<file path="src/rtl/mem_ctrl.sv">
// mem_ctrl: byte-serial controller between the 8-bit RAM/IO bus and the two
// CPU memory clients (instruction fetcher and load/store buffer). It
// arbitrates between them (LSB first), splits each access into little-endian
// byte transfers, and holds IO stores while the UART tx buffer is full.
module mem_ctrl #(
  parameter int ADDR_WIDTH = 32
) (
  input  logic                  clk,
  input  logic                  rst,
  input  logic                  rdy,
  input  logic [7:0]            mem_din,
  output logic [7:0]            mem_dout,
  output logic [ADDR_WIDTH-1:0] mem_a,
  output logic                  mem_wr,
  input  logic                  io_buffer_full,
  input  logic                  flush,
  input  logic                  if_req,
  input  logic [ADDR_WIDTH-1:0] if_addr,
  output logic                  if_done,
  output logic [31:0]           if_inst,
  input  logic                  lsb_req,
  input  logic                  lsb_wr,
  input  logic [ADDR_WIDTH-1:0] lsb_addr,
  input  logic [2:0]            lsb_size,
  input  logic [31:0]           lsb_wdata,
  output logic                  lsb_done,
  output logic [31:0]           lsb_rdata
);

  typedef enum logic [1:0] {IDLE, IFETCH, LOAD, STORE} state_t;

  state_t                state_r, state_nxt;
  logic [2:0]            cnt_r, cnt_nxt;     // bytes issued (reads) / written (stores)
  logic [2:0]            len_r, len_nxt;     // transfer length in bytes
  logic [ADDR_WIDTH-1:0] base_r, base_nxt;
  logic [31:0]           wdata_r, wdata_nxt;
  logic [31:0]           acc_r, acc_nxt;     // read bytes gathered so far
  logic                  io_r, io_nxt;       // latched access targets the IO window
  logic [ADDR_WIDTH-1:0] mem_a_nxt;
  logic [7:0]            mem_dout_nxt;
  logic                  mem_wr_nxt;
  logic                  if_done_nxt, lsb_done_nxt;
  logic [31:0]           if_inst_nxt, lsb_rdata_nxt;
  logic [1:0]            cap_idx;
  logic [31:0]           acc_cap;
  logic                  lsb_io;

  // Sizes other than 1 and 2 are treated as a full word.
  function automatic logic [2:0] size_len(input logic [2:0] size);
    case (size)
      3'd1:    return 3'd1;
      3'd2:    return 3'd2;
      default: return 3'd4;
    endcase
  endfunction

  function automatic logic [7:0] byte_sel(input logic [31:0] w, input logic [1:0] idx);
    return w[{idx, 3'b000} +: 8];
  endfunction

  // mem_din lags its address by one cycle, so while cnt_r bytes have been
  // issued the bus carries byte cnt_r-2.
  assign cap_idx = cnt_r[1:0] - 2'd2;
  assign acc_cap = acc_r | (32'(mem_din) << {cap_idx, 3'b000});
  assign lsb_io  = (lsb_addr[17:16] == 2'b11);

  // Next-state and next-output logic; every output is registered.
  always_comb begin
    state_nxt     = state_r;
    cnt_nxt       = cnt_r;
    len_nxt       = len_r;
    base_nxt      = base_r;
    wdata_nxt     = wdata_r;
    acc_nxt       = acc_r;
    io_nxt        = io_r;
    mem_a_nxt     = '0;
    mem_dout_nxt  = 8'h00;
    mem_wr_nxt    = 1'b0;
    if_done_nxt   = 1'b0;
    lsb_done_nxt  = 1'b0;
    if_inst_nxt   = if_inst;
    lsb_rdata_nxt = lsb_rdata;
    unique case (state_r)
      IDLE: begin
        // A visible done pulse makes this a cooldown cycle.
        if (!if_done && !lsb_done) begin
          if (lsb_req) begin
            base_nxt  = lsb_addr;
            len_nxt   = size_len(lsb_size);
            wdata_nxt = lsb_wdata;
            acc_nxt   = '0;
            io_nxt    = lsb_io;
            if (lsb_wr) begin
              state_nxt = STORE;
              if (lsb_io && io_buffer_full) begin
                cnt_nxt = 3'd0;
              end else begin
                mem_wr_nxt   = 1'b1;
                mem_a_nxt    = lsb_addr;
                mem_dout_nxt = lsb_wdata[7:0];
                cnt_nxt      = 3'd1;
              end
            end else begin
              state_nxt = LOAD;
              mem_a_nxt = lsb_addr;
              cnt_nxt   = 3'd1;
            end
          end else if (if_req && !flush) begin
            state_nxt = IFETCH;
            base_nxt  = if_addr;
            len_nxt   = 3'd4;
            acc_nxt   = '0;
            io_nxt    = 1'b0;
            mem_a_nxt = if_addr;
            cnt_nxt   = 3'd1;
          end
        end
      end
      IFETCH, LOAD: begin
        if (state_r == IFETCH && flush) begin
          state_nxt = IDLE;
          cnt_nxt   = 3'd0;
        end else begin
          cnt_nxt = cnt_r + 3'd1;
          if (cnt_r < len_r) mem_a_nxt = base_r + ADDR_WIDTH'(cnt_r);
          if (cnt_r >= 3'd2) acc_nxt = acc_cap;
          if (cnt_r == len_r + 3'd1) begin
            state_nxt = IDLE;
            cnt_nxt   = 3'd0;
            if (state_r == IFETCH) begin
              if_done_nxt = 1'b1;
              if_inst_nxt = acc_cap;
            end else begin
              lsb_done_nxt  = 1'b1;
              lsb_rdata_nxt = acc_cap;
            end
          end
        end
      end
      STORE: begin
        if (cnt_r == len_r) begin
          state_nxt    = IDLE;
          cnt_nxt      = 3'd0;
          lsb_done_nxt = 1'b1;
        end else if (!(io_r && io_buffer_full)) begin
          mem_wr_nxt   = 1'b1;
          mem_a_nxt    = base_r + ADDR_WIDTH'(cnt_r);
          mem_dout_nxt = byte_sel(wdata_r, cnt_r[1:0]);
          cnt_nxt      = cnt_r + 3'd1;
        end
      end
      default: state_nxt = IDLE;
    endcase
  end

  // State and output registers; rdy low freezes everything.
  always_ff @(posedge clk or posedge rst) begin
    if (rst) begin
      state_r   <= IDLE;
      cnt_r     <= 3'd0;
      len_r     <= 3'd0;
      base_r    <= '0;
      wdata_r   <= '0;
      acc_r     <= '0;
      io_r      <= 1'b0;
      mem_a     <= '0;
      mem_dout  <= 8'h00;
      mem_wr    <= 1'b0;
      if_done   <= 1'b0;
      lsb_done  <= 1'b0;
      if_inst   <= '0;
      lsb_rdata <= '0;
    end else if (rdy) begin
      state_r   <= state_nxt;
      cnt_r     <= cnt_nxt;
      len_r     <= len_nxt;
      base_r    <= base_nxt;
      wdata_r   <= wdata_nxt;
      acc_r     <= acc_nxt;
      io_r      <= io_nxt;
      mem_a     <= mem_a_nxt;
      mem_dout  <= mem_dout_nxt;
      mem_wr    <= mem_wr_nxt;
      if_done   <= if_done_nxt;
      lsb_done  <= lsb_done_nxt;
      if_inst   <= if_inst_nxt;
      lsb_rdata <= lsb_rdata_nxt;
    end
  end

endmodule

</file>
<file path="config.mk">
export PLATFORM = sky130hd
export DESIGN_NAME = mem_ctrl
export DESIGN_NICKNAME = d
export VERILOG_FILES = /design/src/rtl/mem_ctrl.sv
export SDC_FILE = /design/constraint.sdc
export NUM_CORES = 1
export LEC_CHECK = 0
export CORE_MARGIN = 5
export CORE_UTILIZATION = 40
export CTS_CLUSTER_SIZE = 16
export DETAILED_ROUTE_END_ITERATION = 8
export PLACE_DENSITY = 0.66
export SLEW_MARGIN = 15
export SYNTH_ARGS = -nofsm -noshare
export SYNTH_HDL_FRONTEND = slang
export SYNTH_SLANG_ARGS = --single-unit
</file>
<file path="constraint.sdc">
create_clock -name clk -period 18.1 [get_ports clk]
set_input_delay 5.43 -clock clk [delete_from_list [all_inputs] [get_ports clk]]
set_output_delay 5.43 -clock clk [all_outputs]
set_load 0.005 [all_outputs]
</file>
==> results of run 1 <==
-- worst paths after layout --
check                      slack, ns  depth (start not counted)   startpoint     endpoint
setup reg to reg               14.57                          9     cnt_r[0]    mem_a[26]
setup / recovery               10.04                          8       if_req    acc_r[29]
max in group asynchronous      11.15                          3          rst    base_r[5]
hold reg to reg                 0.49                          1  mem_dout[3]  mem_dout[3]
min in group asynchronous       5.50                          2          rst  wdata_r[21]
hold / removal                  0.49                          1  mem_dout[3]  mem_dout[3]
-- registers in the layout, summed over array words and instances (netlist names) --
name and flops:
len_r 3, io_r 1, mem_wr 1, wdata_r 32
state_r 2, mem_a 32, if_done 1, lsb_done 1
lsb_rdata 32, if_inst 32, cnt_r 3, acc_r 32
mem_dout 8, base_r 32
-- kinds of logic (layout without fill, tap and decap cells) --
family	after synthesis	in the layout	share of synthesized area, %
XOR/XNOR	29	29	2.690
adder cells (fa/ha/maj)	14	14	1.827
multiplexers	49	49	6.307
other	0	1	0
buffers and inverters	90	297	3.629
AO/OA/AOI/OAI	310	310	18.67
flip-flops	212	212	53.06
AND/OR/NAND/NOR	305	305	13.82
-- cell usage in the layout (no fill, tap or decap), drive strengths merged, types with 3 or more instances in the layout --
master	synthesis	routed
clkdlybuf4s50	0	220
dfrtp	212	212
a21oi	167	167
nor2	127	127
nand2	83	83
o21ai	51	51
clkbuf	43	36
mux2	32	32
nor2b	29	29
a32oi	25	25
nand3	21	21
inv	20	20
o221ai	18	18
nor3	17	17
xnor2	16	16
buf	27	14
ha	13	13
xor2	12	12
o2bb2ai	9	9
mux2i	9	9
mux4	8	8
a22oi	8	8
and3	7	7
nand4	7	7
nand2b	6	6
a221oi	5	5
o31ai	5	5
clkinv	0	5
or3	3	3
a211oi	3	3
and4	3	3
-- routing by layer --
layer | wire [um] | share of wire (%) | global-route usage, % | vias to the layer above
met5 | 0 | 0 | 0 | -
met4 | 428 | 1.5 | 4.270 | 0
met3 | 2465 | 8.5 | 5.252 | 31
met2 | 13120 | 45 | 31.08 | 285
met1 | 12940 | 45 | 28.53 | 4065
li1 | - | - | - | 3973
-- cell type report --
class | instances | area [um^2]
diodes | 1 | 2.502
clock buffers | 36 | 725.7
clock inverters | 7 | 100.1
fillers | 2154 | 11180
inverters | 20 | 82.58
multi-input cells | 707 | 4350
flip-flops and latches | 212 | 5305
well taps | 324 | 405.4
repair buffers | 234 | 2307
-- power by group --
part	internal (uW)	leakage [uW]	switching (uW)
clock	305	0.000409	196
sequential	683	0.00266	145
combinational	415	0.00247	384
total	1400	0.00554	725
-- per-stage QoR --
step	hold slack, ns	total power [uW]	utilization (%)	setup slack [ns]
after floorplan	0.4587	1250	-	6.876
after global placement	0.4694	1617	50.88	9.435
after detailed placement	0.4759	1635	50.88	9.365
after CTS	0.4928	2148	54.25	9.944
after global routing	0.5035	2281	54.28	9.783
final	0.4890	2129	54.28	10.04
==> impl_metrics.yaml, run 1 <==
cts:
  cts_sinks: 212
  cts-hold-fix-buffers: 0
  insertion_delay_ns: 0.52
  cts_buffer_depth: 3
  h-tree-depth: 1
  clk_pin_slew_ns: 0.06
  cts_root_buf: "clkbuf_16"
  numCtsBuffers: 24
  postCtsSetupBuffers: 0
  cts_tree: "done"
  ctsResizeCount: 0
status:
  outcome: "finished clean"
synth:
  synth_seq_cells: 212
  synthDistinctLibCells: 56
  synth_fp_nets: 1138
  synth_common_cells: "dfrtp_1 (212), a21oi_1 (167), nor2_1 (127)"
  synth_edf_count: 0
  syn_inst: 1009
  synth_top_area_share_pct: 53.06
  yosys-top-cells-area: "dfrtp_1 (53%), a21oi_1 (8.4%), nor2_1 (4.8%), nand2_1 (3.1%), mux2_2 (2.6%)"
  synthArstFlopShare_pct: 100.0
  yosysWarnings: 0
  seq_area_frac_synth_pct: 53.06
  yosys.area.top_type: "dfrtp_1"
  yosysMostFrequentCell: "dfrtp_1"
  synth_area_um2: 9998
  synth_ff_type: "dfrtp_1"
  avgSynthCellArea_um2: 9.909
final_layout:
  final_cells: 1541
  layout-drive-gt1-share_pct: 8.224
  final_nets: 1328
  area_growth_pct: 32.81
  final_cell_area_um2: 13280
die:
  dieArea_um2: 28260
  initial_core_util_pct: 40.87
  rows: 57
  pin_count: 222
  fp.dieW_um: 168.1
  die_h_um: 168.1
  core_um2: 24460
worst_setup_path:
  critPathKind: "in -> reg"
  cp_num_buf_inv: 2
  crit_path_max_fanout: 19
  critPathArrivalTime_ns: 8.51
  cp_top_family: "simple AND/OR/NAND/NOR gates"
  critPathCaptureType: "register"
  critPathMaxStageDelay_ns: 0.76
  start_kind: "input pin"
  timing.critical_path.cells: "clkdlybuf4s50_1 > nor2b_2 > buf_4 > o311a_1 > nand2_1 > nor3_1 > a21oi_1 > nor2_1"
  critical-path-slowest-cell: "nor2b_2"
  crit_required_ns: 18.55
timing:
  setup-tns-final_ns: 0
  rsz0062_at_grt: "false"
  skew_ns: 0.01199
  fin_crit_ns: 8.065
  max_freq_mhz: 124.0
  finalSetupViolCount: 0
  drv_slew: 0
  final_hold_viol_count: 0
  tightest_slew_ns: 1.044
  fin_crit_sh_pct: 44.56
  slew-limit-headroom_pct: 30.41
placed_design:
  portBuffers: 221
  hpwlAfterDp_um: 19660
  gp_congestion: 0.8742
  dpl_cell_area_um2: 12450
  dp_cells: 1497
detailed_routing:
  wl_per_cell_um: 18.79
  dr.pass1.iters: 6
  routed_via_density: 5.421
  num_vias: 8354
  drc: 0
  drt_wl_total_um: 28950
  drtIter0Drc: 694
  drtAntennaViolNets: 0
global_route:
  grt_overflow_total: 0
  grt_pass1_wl_um: 46730
  grt_max_degree: 148
  track_usage_pct: 20.04
  grt_pass1_vias: 8391
  antenna_found_initial: 1
power_and_ir_drop:
  ir_worst_vdd_mv: 0.09477
  power.leakage_uw: 0.005538
  pwr_density_cell_nw_per_um2: 160.3
hold_path:
  worstHoldPathType: "reg -> reg"
run:
  maxCapViolCount: 0
Power figures use the tool's default switching activity.
==> run 2, diff against run 1 <==
Settings changed: PLACE_DENSITY 0.66 to 0.68.
Clock period 18.1 ns to 6.8 ns, I/O delays scaled along.
==> run 2 against run 1 <==
Against the previous run:
- sequential power rose to 2.7 times the previous value
- critical path type unchanged
- global-route usage decreased by 0.38 points
- register-to-register slack lost 11 ns
- utilization is 0.36 points lower
- flip-flop and latch count stayed put
- via count grew 0.32%
==> impl_metrics.yaml, run 2 (synthesized netlist as in run 1, its figures left out) <==
power_and_ir_drop:
  p_comb_share_pct: 38.3
  p_switching_uw: 1917
  pwr_density_cell_nw_per_um2: 420.5
  p_sw_share_pct: 34.56
  power.leakage_uw: 0.005489
  ir_worst_vdd_mv: 0.2385
  p_int_uw: 3630
  sequentialPowerShare_pct: 40.1
  clockPowerShare_pct: 21.6
final_layout:
  area_growth_pct: 31.92
  layout-drive-gt1-share_pct: 7.901
  final_cell_area_um2: 13190
  final_nets: 1330
  final_cells: 1539
  layout_commonest_cell: "clkdlybuf4s50_1"
  num_antenna_cells: 0
  nFillCells: 2177
  layout_common_cells: "clkdlybuf4s50_1 (220), dfrtp_1 (212), a21oi_1 (167)"
  final_util_pct: 53.92
global_route:
  grt_pass1_wl_um: 46020
  grt_max_degree: 100
  antenna_found_initial: 0
  track_usage_pct: 19.66
  grt_pass1_vias: 8380
  grt_overflow_total: 0
timing:
  drv_slew: 0
  max_freq_mhz: 248.4
  finalSetupViolCount: 0
  setup-tns-final_ns: 0
  fin_crit_ns: 4.027
  fin_crit_sh_pct: 59.21
  skew_ns: 0.01579
  rsz0062_at_grt: "false"
  final_hold_viol_count: 0
  slew-limit-headroom_pct: 36.46
  tightest_slew_ns: 0.9531
run:
  maxCapViolCount: 0
die:
  pin_count: 222
  die_h_um: 168.1
  dieArea_um2: 28260
  fp.dieW_um: 168.1
  initial_core_util_pct: 40.87
  rows: 57
  core_um2: 24460
worst_setup_path:
  start_kind: "input pin"
  critPathKind: "in -> reg"
  crit_path_max_fanout: 34
  crit_required_ns: 7.23
  critPathCaptureType: "register"
  critPathArrivalTime_ns: 4.46
cts:
  postCtsSetupBuffers: 0
  cts_root_buf: "clkbuf_16"
  h-tree-depth: 1
  insertion_delay_ns: 0.51
  clk_pin_slew_ns: 0.06
  cts_buffer_depth: 3
  ctsResizeCount: 0
  cts_sinks: 212
  numCtsBuffers: 24
  cts-hold-fix-buffers: 0
  cts_tree: "done"
detailed_routing:
  drtIter0Drc: 610
  dr.pass1.iters: 5
  drt_wl_total_um: 28640
  wl_per_cell_um: 18.61
  drc: 0
  num_vias: 8381
  drtAntennaViolNets: 0
  routed_via_density: 5.446
status:
  outcome: "finished clean"
hold_path:
  worstHoldPathType: "reg -> reg"
placed_design:
  dpl_cell_area_um2: 12470
  portBuffers: 221
  gp_congestion: 0.8625
  hpwlAfterDp_um: 19490
  dp_cells: 1499
[run 2: cell count changes in the layout (fill, tap and decap cells not counted), sizes merged]
cell / previous run / this run
bufinv: 2 / 0
diode: 1 / 0
clkbuf: 36 / 35
inv: 20 / 19
clkinvlp: 0 / 2
clkinv: 5 / 4
buf: 14 / 16
[run 2: critical path, cell delays in order]
cell	delay, ns
clkdlybuf4s50_1	0.46
nor2b_2	0.12
buf_4	0.39
o311a_1	0.25
nand2_1	0.20
nor3_1	0.69
a21oi_1	0.17
nor2_1	0.13
[run 2: area by class of cell]
type / instances / area (um^2) / area share (%)
inverters: 20 / 78.83 / 0.5976
repair buffers: 236 / 2335 / 17.70
multi-input cells: 707 / 4345 / 32.94
clock buffers: 35 / 693.2 / 5.255
flip-flops and latches: 212 / 5305 / 40.22
clock inverters: 5 / 27.53 / 0.2087
well taps: 324 / 405.4 / 3.073
[run 2: power groups by stage]
stage	sequential (uW)	combinational, uW	clock (uW)
finish	2220	2130	1200
global route	2310	2350	1280
CTS	2230	2150	1230
global placement	2230	2090	0
floorplan	2150	1180	0
detailed placement	2230	2150	0
[run 2: path summary, 6_finish.rpt]
path                              from           to  slack, ns  cells past startpoint
min in group asynchronous          rst  wdata_r[21]       1.85                      2
hold reg to reg            mem_dout[5]  mem_dout[5]       0.48                      1
hold / removal             mem_dout[5]  mem_dout[5]       0.48                      1
setup reg to reg              cnt_r[1]    mem_a[16]       3.10                      8
max in group asynchronous          rst   if_inst[1]       3.85                      3
setup / recovery                if_req    acc_r[24]       2.77                      8
[run 2: per-stage QoR]
| stage | hold slack, ns | total power, uW | setup slack (ns) |
|---|---|---|---|
| 2_1_floorplan | 0.4587 | 3328 | 2.004 |
| 3_3_place_gp | 0.4705 | 4321 | 2.377 |
| 3_5_place_dp | 0.4757 | 4375 | 2.340 |
| 4_1_cts | 0.4902 | 5608 | 2.848 |
| 5_1_grt | 0.5033 | 5942 | 2.641 |
| 6_report | 0.4824 | 5547 | 2.773 |
[run 2: layer usage]
layer / track usage (%) / up-vias / part of all wire (%)
met1: 27.91 / 4041 / 44
met2: 30.19 / 322 / 45
li1: - / 3972 / -
met3: 5.557 / 46 / 9.2
met5: 0 / - / 0
met4: 4.446 / 0 / 1.7
==> run 3, diff against run 2 <==
Clock period 6.8 ns to 3.7 ns, I/O delays scaled along.
==> run 3 against run 2 <==
Against the previous run:
- flip-flop and latch count did not move
- critical path depth rose by 1
- sequential share of layout area fell by 0.90 points
- register-to-register slack got worse by 2.2 ns
- largest cell class unchanged
- cell count rose by 0.91%
- largest power group unchanged
==> impl_metrics.yaml, run 3 (synthesized netlist as in run 1, its figures left out) <==
die:
  pin_count: 222
  fp.dieW_um: 168.1
  die_h_um: 168.1
  core_um2: 24460
  rows: 57
  initial_core_util_pct: 40.87
  dieArea_um2: 28260
timing:
  rsz0062_at_grt: "false"
  fin_crit_ns: 2.802
  worst_slack_ns: 0.8981
  max_freq_mhz: 356.9
  slew-limit-headroom_pct: 41.61
  fin_crit_sh_pct: 75.73
  tightest_slew_ns: 0.8692
  drv_slew: 0
  whs_ns: 0.4883
  skew_ns: 0.006971
  final_hold_viol_count: 0
  finalSetupViolCount: 0
placed_design:
  gp_congestion: 0.8374
  pre_cts_slack_ns: 0.5280
  portBuffers: 221
  hpwlAfterDp_um: 20030
final_layout:
  layout_commonest_cell: "clkdlybuf4s50_1"
  layout-drive-gt1-share_pct: 9.194
  regArea_um2: 5305
  layout_common_cells: "clkdlybuf4s50_1 (220), dfrtp_1 (212), a21oi_1 (167)"
  final_nets: 1343
  num_antenna_cells: 0
  multi_input_area_um2: 4345
  area_growth_pct: 34.95
  nFillCells: 2174
power_and_ir_drop:
  p_sw_share_pct: 33.69
  p_switching_uw: 3525
  p_comb_share_pct: 38.1
  clockPowerShare_pct: 23.4
  pwr_density_cell_nw_per_um2: 775.5
  power.leakage_uw: 0.005639
  p_int_uw: 6938
  sequentialPowerShare_pct: 38.5
  ir_worst_vdd_mv: 0.5010
worst_setup_path:
  critPathArrivalTime_ns: 3.24
  r2r-start: "cnt_r[0]"
  startpoint: "cnt_r[0]"
  cp_top_family: "simple AND/OR/NAND/NOR gates"
  critPathKind: "reg -> reg"
  timing.critical_path.cells: "ha_1 > inv_1 > fa_1 > nand2b_1 > a2111o_1 > or2_1 > or3_1 > a21boi_1 > o22a_1"
  start_kind: "register"
  critPathCaptureType: "register"
  crit_path_max_fanout: 6
  crit_required_ns: 4.14
  cp_num_buf_inv: 1
  critPathMaxStageDelay_ns: 0.51
  critical-path-slowest-cell: "a2111o_1"
cts:
  cts_sinks: 212
  cts_buffer_depth: 3
  cts_root_buf: "clkbuf_16"
  cts_tree: "done"
  ctsResizeCount: 0
  numCtsBuffers: 24
  h-tree-depth: 1
  clk_pin_slew_ns: 0.06
  postCtsSetupBuffers: 0
  cts-hold-fix-buffers: 0
  insertion_delay_ns: 0.50
global_route:
  grt_overflow_total: 0
  grt_pass1_wl_um: 46820
  grt_max_degree: 65
  antenna_found_initial: 1
  track_usage_pct: 20.01
  grt_pass1_vias: 8565
detailed_routing:
  num_vias: 8323
  drtAntennaViolNets: 0
  drc: 0
  dr.pass1.iters: 5
  drt_wl_total_um: 28780
  routed_via_density: 5.359
  wl_per_cell_um: 18.53
  drtIter0Drc: 606
hold_path:
  holdCritStartpoint: "wdata_r[22]"
  worstHoldPathType: "reg -> reg"
status:
  outcome: "finished clean"
run:
  maxCapViolCount: 0
[run 3: changes by cell type in the layout (fill, tap and decap cells not counted), sizes merged]
cell    before  now
bufinv       0    3
clkbuf      35   33
buf         16   29
[run 3: worst reg2reg max path, delay by kind of cell (launching register included)]
family,cells,cell delay [ns]
AND/OR/NAND/NOR,3,0.93
adder cells (fa/ha/maj),2,0.58
AO/OA/AOI/OAI,3,0.79
flip-flops,1,0.38
buffers and inverters,1,0.05
[run 3: worst paths after layout]
kind | slack, ns | depth (start not counted) | endpoint
worst max-delay path | 0.90 | 9 | mem_a[16]
worst min-delay path | 0.49 | 1 | wdata_r[22]
worst max register to register | 0.90 | 9 | mem_a[16]
worst min register to register | 0.49 | 1 | wdata_r[22]
max in group asynchronous | 1.92 | 3 | acc_r[16]
min in group asynchronous | 1.12 | 2 | wdata_r[18]
[run 3: area by class of cell]
cell class / instances / area share [%]
Multi-Input combinational cell: 707 / 32.21
Clock buffer: 33 / 5.156
Inverter: 20 / 0.5842
Clock inverter: 8 / 0.8717
Sequential cell: 212 / 39.32
Timing Repair Buffer: 249 / 18.86
Tap cell: 324 / 3.004
[run 3: metal layers]
metal | up-vias | share of wire (%) | global-route usage (%)
met4 | 2 | 1.1 | 3.317
met5 | - | 0.045 | 0
met3 | 27 | 8.4 | 5.909
met2 | 274 | 46 | 31.94
met1 | 4028 | 44 | 27.71
li1 | 3992 | - | -
[run 3: power by group through the flow]
stage,clock [uW],combinational [uW],sequential [uW]
2_1_floorplan,0,2170,3950
3_3_place_gp,0,3930,4040
3_5_place_dp,0,4040,4040
4_1_cts,2510,4050,4030
5_1_grt,2600,4440,4170
6_report,2450,3990,4030
[run 3: stage by stage]
stage	std cells	total power [uW]	util [%]	instance area, um^2	setup TNS, ns
floorplan	1009	6116	-	10000	-35.23
global placement	1512	7972	51.83	12680	0
detailed placement	1512	8072	51.83	12680	0
CTS	1553	10590	55.16	13490	0
global route	1553	11220	55.16	13490	0
finish	1553	10460	55.16	13490	0
